===== src/rtl/fifo_uart_tx.sv =====
// Drains bytes from a registered-read FIFO and serializes each one as an
// 8N1 UART frame, LSB first, at CLKS_PER_BIT clocks per bit.
module fifo_uart_tx #(
  parameter int CLKS_PER_BIT = 16,
  parameter int DW           = 8
) (
  input  logic          clk,
  input  logic          rst_n,
  input  logic          tx_en,
  input  logic          fifo_empty,
  input  logic [DW-1:0] fifo_rd_data,
  output logic          fifo_rd_en,
  output logic          tx,
  output logic          busy,
  output logic          frame_done
);

  localparam int CW = $clog2(CLKS_PER_BIT);
  localparam logic [CW-1:0] CNT_MAX = CW'(CLKS_PER_BIT - 1);

  typedef enum logic [2:0] {
    IDLE  = 3'd0,
    POP   = 3'd1,
    LOAD  = 3'd2,
    START = 3'd3,
    DATA  = 3'd4,
    STOP  = 3'd5
  } state_t;

  state_t        state, state_nx;
  logic [CW-1:0] cnt, cnt_nx;
  logic [2:0]    idx, idx_nx;
  logic [DW-1:0] shreg, shreg_nx;
  logic          tx_nx, done_nx, rd_en_nx, busy_nx;
  logic          bit_end;

  assign bit_end = (cnt == CNT_MAX);

  always_ff @(posedge clk or negedge rst_n) begin
    if (!rst_n) begin
      state      <= IDLE;
      cnt        <= '0;
      idx        <= '0;
      shreg      <= '0;
      tx         <= 1'b1;
      frame_done <= 1'b0;
      fifo_rd_en <= 1'b0;
      busy       <= 1'b0;
    end else begin
      state      <= state_nx;
      cnt        <= cnt_nx;
      idx        <= idx_nx;
      shreg      <= shreg_nx;
      tx         <= tx_nx;
      frame_done <= done_nx;
      fifo_rd_en <= rd_en_nx;
      busy       <= busy_nx;
    end
  end

  always_comb begin
    state_nx = state;
    cnt_nx   = cnt;
    idx_nx   = idx;
    shreg_nx = shreg;
    case (state)
      IDLE: begin
        if (tx_en && !fifo_empty) state_nx = POP;
      end
      POP: state_nx = LOAD;
      LOAD: begin
        shreg_nx = fifo_rd_data;
        cnt_nx   = '0;
        idx_nx   = '0;
        state_nx = START;
      end
      START: begin
        if (bit_end) begin
          cnt_nx   = '0;
          state_nx = DATA;
        end else begin
          cnt_nx = cnt + 1'b1;
        end
      end
      DATA: begin
        if (bit_end) begin
          cnt_nx   = '0;
          shreg_nx = shreg >> 1;
          idx_nx   = idx + 1'b1;
          if (idx == 3'd7) state_nx = STOP;
        end else begin
          cnt_nx = cnt + 1'b1;
        end
      end
      STOP: begin
        if (bit_end) begin
          cnt_nx   = '0;
          state_nx = IDLE;
        end else begin
          cnt_nx = cnt + 1'b1;
        end
      end
      default: state_nx = IDLE;
    endcase
  end

  // Outputs are registered from the next-state values so they line up with
  // the state they describe without any input-to-output combinational path.
  always_comb begin
    tx_nx    = 1'b1;
    done_nx  = 1'b0;
    rd_en_nx = 1'b0;
    busy_nx  = 1'b0;
    case (state_nx)
      START: tx_nx = 1'b0;
      DATA:  tx_nx = shreg_nx[0];
      default: tx_nx = 1'b1;
    endcase
    done_nx  = (state_nx == STOP) && (cnt_nx == CNT_MAX);
    rd_en_nx = (state_nx == POP);
    busy_nx  = (state_nx != IDLE);
  end

endmodule

===== config.mk =====
export PLATFORM = sky130hd
export DESIGN_NAME = fifo_uart_tx
export DESIGN_NICKNAME = d
export VERILOG_FILES = /design/src/rtl/fifo_uart_tx.sv
export SDC_FILE = /design/constraint.sdc
export NUM_CORES = 1
export LEC_CHECK = 0
export CORE_UTILIZATION = 24
export DETAILED_ROUTE_END_ITERATION = 7
export SYNTH_ARGS = -nofsm -noshare
export SYNTH_HDL_FRONTEND = slang
export SYNTH_SLANG_ARGS = --single-unit

===== constraint.sdc =====
create_clock -name clk -period 2 [get_ports clk]
set_clock_uncertainty 0.05 [all_clocks]
set_input_delay 0.3 -clock clk [delete_from_list [all_inputs] [get_ports clk]]
set_output_delay 0.3 -clock clk [all_outputs]
set_load 0.02 [all_outputs]

Word level (Yosys, flattened, before mapping). Index checks and enable logic that the tools add are counted.

Input bits: 12. Bits in registers: 22. Logic and storage cells: 45.

Eq/ne operators: 13. Reduce and logical (&&, ||, !) cells: 8. Add/subtract/negate cells: 2. Muxes and demuxes: 13.

Operators by type and width (number): 3-bit two-way mux (6); 3-bit one-hot mux with 6 select lines (1); 8-bit one-hot mux with 2 select lines (1); 3-bit == test (second input constant) (5); 3-bit by 2-bit == test with 1-bit output (second input constant) (3); 4-bit == test (second input constant) (2); 8-bit two-way mux (1); 4-bit one-hot mux with 2 select lines (1); 3-bit by 1-bit == test with 1-bit output (second input constant) (2); 3-bit one-hot mux with 2 select lines (1); 4-bit by 1-bit adder with 4-bit output (second input constant) (1); 4-bit two-way mux (1); 3-bit by 1-bit adder with 3-bit output (second input constant) (1); 3-bit zero test (1); 3-bit nonzero test (1); 3-bit OR reduction (1); 1-bit logical AND (2); 2-bit inequality test (second input constant) (1); 1-bit one-hot mux with 2 select lines (1); 2-bit AND reduction (1); 2-bit nonzero test (1); 1-bit zero test (1).

Longest topological paths before layout. Gate-level depths: netlist of run 1.

Depth after elaboration: 6. Depth in mapped cells: 6. Depth with buffers taken out: 6.

Least setup slack after synthesis of run 1. Ideal clock, no wire load.

Kind: register -> register. Start: reg cnt[0]. End: reg tx. Setup time: 0.092 ns. Path slack: 0.303 ns. Cell stages (with the launch flop): 6. Data arrival time: 1.556 ns. Cells stage by stage: dfrtp_1 -> ha_1 -> and3_2 -> and3_2 -> a221oi_2 -> a31oi_1.

Cells in the longest elaborated chain, start to end: 5. Elaborated cells between the ends (all ways): 10. Classes of those cells: eq/ne (3); mux (7).

Ends and longest elaborated chain: from (decl) (line 31) `logic [CW-1:0] cnt, cnt_nx;`; from (signal assigned) (line 51) `cnt <= cnt_nx;`; 4-bit == test * (line 37) `assign bit_end = (cnt == CNT_MAX);`; 3-bit two-way mux, on equally long branches (line 96, 78, 86); 3-bit one-hot mux with 6 select lines (line 66) `case (state)`; 3-bit == test or 3-bit by 2-bit == test with 1-bit output (tied branches) (line 114) `case (state_nx)`; 1-bit one-hot mux with 2 select lines * (line 114); net tx_nx (line 34) `logic tx_nx, done_nx, rd_en_nx, busy_nx;`; to (signal assigned) (line 54) `tx <= tx_nx;`; to (decl) (line 13) `output logic tx,`.

The timed path passes the listed nets; every way through them passes the cells marked *. The select of a mux whose other input is x is not followed. A chain may end at the register's enable or synchronous reset.

Worst setup path in the final report of run 1. Same ends and word-level chain as after synthesis.

==> results.md, run 1 <==
* Run status: complete, no violations
* VDD IR max at 0.200 mV
* DR WL/cell at 12.6 um
* CP startpoint: cnt[0]
* Max Fclk at 550 MHz
* Mapped cell area at 1180 um2
* Antenna Cells at 0
* Vias in the first global route at 938
* First-iteration detailed-routing DRC count at 53
* Combinational share of power at 4.9%
* Type of the tightest min-delay check: input port to asynchronous set/reset pin
* Final Util at 31.2%
* Total track usage at 10.4%
* Switching portion of total power at 18.3%
* Synth warnings at 0
* Sequential cell area at 552 um2
* Drt pass-1 iters at 4
* Design Area, Final at 1470 um2
* Clk Latency, worst-skew pair at 0.26 ns
* Die Area at 5220 um2
* Buffers on Ports at 15
* Routed Wire Length at 2.51 mm
* Worst EP arrival at 1.95 ns
* # hold bufs at CTS at 0
* Max-slew violation count at 0
* Global placer's final weighted congestion at 0.773
* Register-to-Register Path Depth at 5
* Post CTS Setup Buffer Count at 0
* Nets at 148
* Final setup TNS at 0 ns
* Layout cells sized above 1 at 13.6%
* RSZ-0062 raised after global routing: no
* CP Launch Type: flip-flop
* Final setup viols at 0
* Power per Cell Area at 622 nW/um2
* Period utilization at 90.8%
* Synthesized Nets at 130
* Hold Vio Cnt, Final at 0
* Mapped Cells at 115
* Yosys reg bits at 22
* IO Pins at 16
* CTS buffer count at 3
* Pre-CTS WS at 0.202 ns
* Internal power at 0.748 mW
* Ranking of synthesized cells by area: dfrtp_1 (44%), nand2_1 (6.3%), o21ai_0 (3.8%)
* CTS Buffer Depth at 2
* H-tree levels at 1
* Leakage dissipation at 0.620 nW
* Setup crit end kind: flip-flop
* Resized cells post-CTS at 0
* NetSw at 0.167 mW
* Worst slew pin tran at 0.627 ns
* Multi-input gate area at 569 um2
* Crit path to: tx
* DRT antenna net count at 0
* Reg2Reg Capture Point: tx
* Row count at 25
* Fin worst setup slack at 0.183 ns
* Flop-to-flop setup slack at 0.18 ns
* HPWL after DPL at 1.83 mm
* Yosys top cell by area: dfrtp_1
* Core area at 4720 um2
* Reg power frac at 50.0%
* Placement Cell Area at 1400 um2
* Yosys top cell area share at 44.4%
* Crit Reg-Reg Startpoint: cnt[0]
* TritonCTS Sinks at 22
* Worst-path clk slew at 0.08 ns
* Die width at 72.3 um
* CTS tree: built
* Largest net degree at the start of global routing at 22
* Initial antenna violation count at 0
* Initial core utilization at 25.1%
* Max Cap Viol at 0
* DRC at 0
* Crit Path Max Fanout at 13
* Slew Limit Headroom at 58.2%
* Seq/Total Area, Yosys at 46.6%
* Grt ovf at 0
* Number of fill cells at 477
* Crit path required time at 2.13 ns
* Die H at 72.3 um
* CTS Root Cell: clkbuf_8
* Area Overhead vs Synth at 24.2%
* First-pass GRT wire length at 4.18 mm
* Clk pwr share at 45.1%
* Critical path class: flip-flop to flip-flop
* Synth cell types at 39
* Synthesized area per cell at 10.3 um2
* DR vias/cell at 4.67
* Min Clock Period, post-route at 1.82 ns
* DR vias at 930
==> layer usage <==
metal	global-route usage (%)	share of wire, %	vias to the layer above
met3	3.61	6.0	2
li1	-	-	456
met1	12.7	43	448
met2	16.8	50	24
met4	4.14	0.96	0
met5	0	0	-
==> layout make-up <==
cell class,count,area share [%]
repair buffers,20,12.8
clock inverters,1,2.04
clock buffers,3,2.81
inverters,2,0.510
multi-input cells,84,38.7
flip-flops and latches,22,37.5
well taps,67,5.70
==> critical path, stage by stage, from the launching register on <==
cell      delay, ns
dfrtp_1        0.45
ha_1           0.24
and3_2         0.26
and3_2         0.30
a221oi_2       0.32
a31oi_1        0.11
==> worst min path at each step <==
stage,slack [ns],from,end,cells after the start
6_report,0.33,rst_n,shreg[1],2
5_1_grt,0.34,rst_n,shreg[5],2
4_1_cts,0.32,rst_n,shreg[1],2
3_5_place_dp,0.41,shreg[3],shreg[3],2
3_3_place_gp,0.41,shreg[2],shreg[2],2
2_1_floorplan,-0.05,rst_n,busy,0
==> cells in the mapped netlist (all sizes together) <==
cell	number
nor2	6
and4	2
nor3b	1
a31oi	5
buf	6
dfstp	1
nor2b	1
dfrtp	21
a221oi	2
o2111a	1
clkbuf	1
a21boi	1
o211a	1
a311oi	1
nand2b	2
mux2	1
nand4bb	1
and3	4
nor3	1
or3	1
o221a	1
inv	2
a22oi	7
ha	3
a211oi	1
mux2i	4
a21o	1
a221o	1
and2	2
nand3b	2
a21oi	2
o21ai	9
nand2	20
==> power by group through the flow <==
stage / clock network [mW] / logic, mW / registers, mW
2_1_floorplan: 0 / 0.00731 / 0.467
5_1_grt: 0.451 / 0.0502 / 0.459
6_report: 0.413 / 0.0451 / 0.458
4_1_cts: 0.428 / 0.0468 / 0.458
3_5_place_dp: 0 / 0.0466 / 0.467
3_3_place_gp: 0 / 0.0456 / 0.466
==> cells in the final DEF, fill, tap and decap left out, types with 2 or more instances in the layout <==
cell and instances:
inv_1 2, mux2i_1 4, and3_1 2, a31oi_1 4, nor2_1 6, nand3b_1 2, buf_4 5, dfrtp_1 21
nand2_1 20, nand2b_1 2, a21oi_1 2, and4_1 2, a22oi_1 6, and3_2 2, clkbuf_8 3, clkdlybuf4s50_1 15
ha_1 3, and2_1 2, o21ai_0 9
==> state kept, by name, summed over array words and instances (netlist names) <==
signal / cells
shreg: 8
cnt: 4
idx: 3
state: 3
busy: 1
fifo_rd_en: 1
frame_done: 1
tx: 1
==> metrics by stage <==
stage	hold slack [ns]	std cells	power [mW]
3_3_place_gp	0.409	195	0.512
2_1_floorplan	-0.0456	115	0.474
6_report	0.325	199	0.916
5_1_grt	0.345	199	0.960
3_5_place_dp	0.414	195	0.513
4_1_cts	0.322	199	0.933
==> logic make-up after synthesis <==
group / synth area share (%)
adders and majority gates: 3.17
and+or+nand+nor: 18.9
muxes: 4.33
buffers and inverters: 5.39
AOI/OAI and AO/OA: 21.6
DFF: 46.6
(Power assumes the default switching activity.)
==> run 2: changes to the inputs <==
--- a/config.mk
+++ b/config.mk
@@ -5,8 +5,10 @@
 export SDC_FILE = /design/constraint.sdc
 export NUM_CORES = 1
 export LEC_CHECK = 0
-export CORE_UTILIZATION = 24
+export CORE_UTILIZATION = 45
 export DETAILED_ROUTE_END_ITERATION = 7
+export PLACE_DENSITY = 0.67
+export RECOVER_POWER = 100
 export SYNTH_ARGS = -nofsm -noshare
 export SYNTH_HDL_FRONTEND = slang
 export SYNTH_SLANG_ARGS = --single-unit
==> results.md, run 2 (synthesis gave the netlist of run 1 again) <==
* DRT antenna net count at 0 (unchanged)
* Max-slew violation count at 0 (unchanged)
* Layout cells sized above 1 at 9.92% (was 13.6%)
* Most common cell after layout, fill and taps aside: dfrtp_1 (unchanged)
* CTS buffer count at 3 (unchanged)
* Antenna Cells at 0 (unchanged)
* Initial core utilization at 47.8% (was 25.1%)
* # hold bufs at CTS at 0 (unchanged)
* Routed Wire Length at 2.25 mm (was 2.51 mm)
* Final setup TNS at 0 ns (unchanged)
* Run status: complete, no violations (unchanged)
* Drt pass-1 iters at 4 (unchanged)
* Crit-path slowest cell: dlygate4sd3_1 (was dfrtp_1)
* Clk Latency, worst-skew pair at 0.30 ns (was 0.26 ns)
* DRC at 0 (unchanged)
* Worst EP arrival at 1.49 ns (was 1.95 ns)
* Crit Path Max Fanout at 1 (was 13)
* Max Fclk at 543 MHz (was 550 MHz)
* Nets at 147 (was 148)
* Row count at 18 (was 25)
* CTS Root Cell: clkbuf_4 (was clkbuf_8)
* CP peak stage delay at 0.66 ns (was 0.45 ns)
* Type of the tightest min-delay check: flip-flop to flip-flop (was input port to asynchronous set/reset pin)
* Total track usage at 17.7% (was 10.4%)
* Initial antenna violation count at 0 (unchanged)
* CTS tree: built (unchanged)
* Min Clock Period, post-route at 1.84 ns (was 1.82 ns)
* Slew Limit Headroom at 18.4% (was 58.2%)
* Buffers on Ports at 15 (unchanged)
* IO Pins at 16 (unchanged)
* Leakage dissipation at 0.591 nW (was 0.620 nW)
* RSZ-0062 raised after global routing: no (unchanged)
* Pre-CTS WS at 0.217 ns (was 0.202 ns)
* Highest-count cells in the layout ignoring fill and taps: dfrtp_1 (21), nand2_1 (20), clkdlybuf4s50_1 (10), o21ai_0 (9) (was dfrtp_1 (21), nand2_1 (20), clkdlybuf4s50_1 (15), o21ai_0 (9))
* Vias in the first global route at 809 (was 938)
* First-pass GRT wire length at 3.61 mm (was 4.18 mm)
* Fin worst setup slack at 0.158 ns (was 0.183 ns)
* Worst slew pin tran at 1.22 ns (was 0.627 ns)
* Die width at 53.3 um (was 72.3 um)
* VDD IR max at 0.383 mV (was 0.200 mV)
* Die H at 53.3 um (was 72.3 um)
* Top Family by Delay on Critical Path: buffers and inverters (was simple AND/OR/NAND/NOR gates)
* Power per Cell Area at 523 nW/um2 (was 622 nW/um2)
* DR vias/cell at 5.61 (was 4.67)
* CP Launch Type: flip-flop (unchanged)
* DR vias at 904 (was 930)
* Post CTS Setup Buffer Count at 0 (unchanged)
* Setup crit end kind: output port (was flip-flop)
* Critical path class: flip-flop to output port (was flip-flop to flip-flop)
* DR WL/cell at 14.0 um (was 12.6 um)
* Core area at 2480 um2 (was 4720 um2)
* Critical path cell sequence: dlygate4sd3_1 (was ha_1, and3_2, and3_2, a221oi_2, a31oi_1)
* Hold Vio Cnt, Final at 0 (unchanged)
* H-tree levels at 1 (unchanged)
* Grt ovf at 0 (unchanged)
* Global placer's final weighted congestion at 0.824 (was 0.773)
* HPWL after DPL at 1.57 mm (was 1.83 mm)
* Resized cells post-CTS at 0 (unchanged)
* Crit path required time at 1.65 ns (was 2.13 ns)
* Largest Register: shreg (unchanged)
* Max Cap Viol at 0 (unchanged)
* Largest regs: shreg: 8 flops, cnt: 4 flops (unchanged)
* Die Area at 2840 um2 (was 5220 um2)
* CTS Buffer Depth at 2 (unchanged)
* Largest net degree at the start of global routing at 23 (was 22)
* TritonCTS Sinks at 22 (unchanged)
* First-iteration detailed-routing DRC count at 20 (was 53)
* Area Overhead vs Synth at 15.1% (was 24.2%)
* Period utilization at 92.1% (was 90.8%)
* Worst-path clk slew at 0.12 ns (was 0.08 ns)
* Worst path buffer plus inverter count at 1 (was 0)
* Max FFs per register at 8 (unchanged)
* Final setup viols at 0 (unchanged)
[run 2: cell count changes in the layout (fill, tap and decap cells not counted), sizes merged]
cell           before  now
buf                 5    2
bufinv              1    0
clkbuf              3    6
clkdlybuf4s50      15   10
dlygate4sd3         0    5
[run 2: path summary, 6_finish.rpt]
check	startpoint	end	slack, ns	cells past startpoint
max	tx	tx	0.16	1
max in group asynchronous	rst_n	shreg[2]	0.48	2
max reg2reg	cnt[0]	tx	0.18	5
min in group asynchronous	rst_n	fifo_rd_en	0.70	2
min	shreg[4]	shreg[4]	0.44	2
min reg2reg	shreg[4]	shreg[4]	0.44	2
[run 2: layer usage]
layer / up-vias / GRT usage (%) / share of wire, % / routed length, um
li1: 457 / - / - / -
met1: 428 / 23.9 / 50 / 1130
met2: 17 / 27.7 / 46 / 1040
met3: 2 / 2.59 / 3.0 / 67
met4: 0 / 7.89 / 0.53 / 12
met5: - / 0 / 0 / 0
[run 2: power breakdown]
group / internal [mW] / leakage (nW) / switching [mW]
Sequential: 0.454 / 0.254 / 0.00445
Clock: 0.0777 / 0.0150 / 0.136
Combinational: 0.0246 / 0.322 / 0.0166
Total: 0.556 / 0.591 / 0.157
[run 2: final cells by class]
cell class / count / area [um2]
Tap cell: 30 / 37.5
Timing Repair Buffer: 19 / 173
Clock buffer: 4 / 26.3
Inverter: 2 / 7.51
Multi-Input combinational cell: 84 / 568
Fill cell: 226 / 1110
Sequential cell: 22 / 552
[run 2: stage by stage]
stage	cell area (um2)	std cells	hold WS (ns)	power [mW]	util, %
finish	1360	161	0.444	0.713	55.1
global route	1360	161	0.467	0.749	55.1
CTS	1370	161	0.276	0.725	55.4
detailed placement	1350	157	0.416	0.510	54.3
global placement	1350	157	0.409	0.509	54.3
floorplan	1180	115	-0.0456	0.474	-
[run 2: tightest hold or removal path, delay by kind of cell, from the launching register on]
family | cells | cell delay, ns
AND/OR/NAND/NOR | 2 | 0.10
flip-flops | 1 | 0.37
==> run 3: changes to the inputs <==
==> constraint.sdc (replaced) <==
create_clock -name clk -period 2 [get_ports clk]
set_clock_uncertainty 0.05 [all_clocks]
set_input_delay 0.4 -clock clk [delete_from_list [all_inputs] [get_ports clk]]
set_output_delay 0.4 -clock clk [all_outputs]
set_load 0.02 [all_outputs]
==> results.md, run 3 (synthesis gave the netlist of run 1 again) <==
* Crit path required time at 1.55 ns (was 1.65 ns)
* Worst slew pin tran at 1.22 ns (unchanged)
* Leakage dissipation at 0.591 nW (about the same)
* Area Overhead vs Synth at 15.1% (unchanged)
* Min Clock Period, post-route at 1.87 ns (was 1.84 ns)
* Die Area at 2840 um2 (unchanged)
* Core area at 2480 um2 (unchanged)
* DRC at 0 (unchanged)
* HPWL after DPL at 1.57 mm (unchanged)
* Max FFs per register at 8 (unchanged)
* Setup crit end kind: output port (unchanged)
* Global placer's final weighted congestion at 0.824 (unchanged)
* Max Fclk at 534 MHz (was 543 MHz)
* CTS Buffer Depth at 2 (unchanged)
* Crit Path Max Fanout at 1 (unchanged)
* Initial antenna violation count at 0 (unchanged)
* Die H at 53.3 um (unchanged)
* Max Cap Viol at 0 (unchanged)
* Period utilization at 93.6% (was 92.1%)
* NetSw at 0.157 mW (about the same)
* VDD IR max at 0.383 mV (about the same)
* Type of the tightest min-delay check: flip-flop to flip-flop (unchanged)
* Drt pass-1 iters at 4 (unchanged)
* Hold Vio Cnt, Final at 0 (unchanged)
* DR vias/cell at 5.61 (unchanged)
* Highest-count cells in the layout ignoring fill and taps: dfrtp_1 (21), nand2_1 (20), clkdlybuf4s50_1 (11), o21ai_0 (9) (was dfrtp_1 (21), nand2_1 (20), clkdlybuf4s50_1 (10), o21ai_0 (9))
* TritonCTS Sinks at 22 (unchanged)
* Most common cell after layout, fill and taps aside: dfrtp_1 (unchanged)
* CP peak stage delay at 0.59 ns (was 0.66 ns)
* DR WL/cell at 14.0 um (unchanged)
* Top Family by Delay on Critical Path: buffers and inverters (unchanged)
* Routed Wire Length at 2.25 mm (unchanged)
* Critical path class: flip-flop to output port (unchanged)
* Resized cells post-CTS at 0 (unchanged)
* Worst path buffer plus inverter count at 1 (unchanged)
* Buffers on Ports at 15 (unchanged)
* Row count at 18 (unchanged)
* CTS buffer count at 3 (unchanged)
* Fin worst setup slack at 0.127 ns (was 0.158 ns)
* Worst EP arrival at 1.42 ns (was 1.49 ns)
* DRT antenna net count at 0 (unchanged)
* Final setup viols at 0 (unchanged)
* Grt ovf at 0 (unchanged)
* Final setup TNS at 0 ns (unchanged)
* Final Util at 55.1% (unchanged)
* Run status: complete, no violations (unchanged)
* H-tree levels at 1 (unchanged)
* Combinational share of power at 5.8% (about the same)
* Switching portion of total power at 22.0% (about the same)
* CTS Root Cell: clkbuf_4 (unchanged)
* # hold bufs at CTS at 0 (unchanged)
* Initial core utilization at 47.8% (unchanged)
* First-pass GRT wire length at 3.61 mm (unchanged)
* Max-slew violation count at 0 (unchanged)
* Reg power frac at 64.2% (about the same)
* Internal power at 0.556 mW (about the same)
* Worst-path clk slew at 0.12 ns (about the same)
* Power per Cell Area at 523 nW/um2 (about the same)
* Clk Latency, worst-skew pair at 0.30 ns (about the same)
* Slew Limit Headroom at 18.4% (unchanged)
* Antenna Cells at 0 (unchanged)
* CP Launch Type: flip-flop (unchanged)
* RSZ-0062 raised after global routing: no (unchanged)
* Total track usage at 17.7% (unchanged)
* CTS tree: built (unchanged)
* Crit-path slowest cell: clkdlybuf4s50_1 (was dlygate4sd3_1)
* Vias in the first global route at 809 (unchanged)
* Layout cells sized above 1 at 9.92% (unchanged)
* Largest regs: shreg: 8 flops, cnt: 4 flops (unchanged)
* Post CTS Setup Buffer Count at 0 (unchanged)
* Nets at 147 (unchanged)
* Clk pwr share at 30.0% (about the same)
* Pre-CTS WS at 0.217 ns (unchanged)
* DR vias at 904 (unchanged)
* Critical path cell sequence: clkdlybuf4s50_1 (was dlygate4sd3_1)
* IO Pins at 16 (unchanged)
* Largest net degree at the start of global routing at 23 (unchanged)
* Largest Register: shreg (unchanged)
* First-iteration detailed-routing DRC count at 20 (unchanged)
* Die width at 53.3 um (unchanged)
==> run 3: cell count changes in the layout (fill, tap and decap cells not counted) <==
cell             previous run  this run
dlygate4sd3_1               5         4
clkdlybuf4s50_1            10        11
==> run 3: power by group through the flow <==
stage | combinational, mW | sequential, mW | clock, mW
global route | 0.0460 | 0.459 | 0.245
global placement | 0.0425 | 0.466 | 0
finish | 0.0416 | 0.458 | 0.214
detailed placement | 0.0437 | 0.467 | 0
CTS | 0.0437 | 0.458 | 0.223
floorplan | 0.00731 | 0.467 | 0
==> run 3: area by class of cell <==
cell class,count,area (um2)
clock buffers,4,26.3
well taps,30,37.5
repair buffers,19,173
inverters,2,7.51
fillers,226,1110
flip-flops and latches,22,552
multi-input cells,84,568
==> run 3: worst paths after layout <==
| kind | startpoint | slack (ns) | end | cells after the start |
|---|---|---|---|---|
| worst max-delay path | tx | 0.13 | tx | 1 |
| worst min-delay path | shreg[4] | 0.44 | shreg[4] | 2 |
| worst max register to register | cnt[0] | 0.18 | tx | 5 |
| worst min register to register | shreg[4] | 0.44 | shreg[4] | 2 |
| max in group asynchronous | rst_n | 0.38 | shreg[2] | 2 |
| min in group asynchronous | rst_n | 0.80 | fifo_rd_en | 2 |
==> run 3: layer usage <==
layer,vias up,GRT usage [%],routed length [um]
li1,457,-,-
met1,428,23.9,1130
met2,17,27.7,1040
met3,2,2.59,67
met4,0,7.89,12
met5,-,0,0
==> run 3: metrics by stage <==
| stage | std cells | cell area (um2) | hold slack [ns] | power [mW] |
|---|---|---|---|---|
| detailed placement | 157 | 1350 | 0.416 | 0.510 |
| floorplan | 115 | 1180 | 0.0544 | 0.474 |
| global placement | 157 | 1350 | 0.409 | 0.509 |
| global route | 161 | 1360 | 0.467 | 0.750 |
| finish | 161 | 1360 | 0.444 | 0.713 |
| CTS | 161 | 1370 | 0.376 | 0.725 |
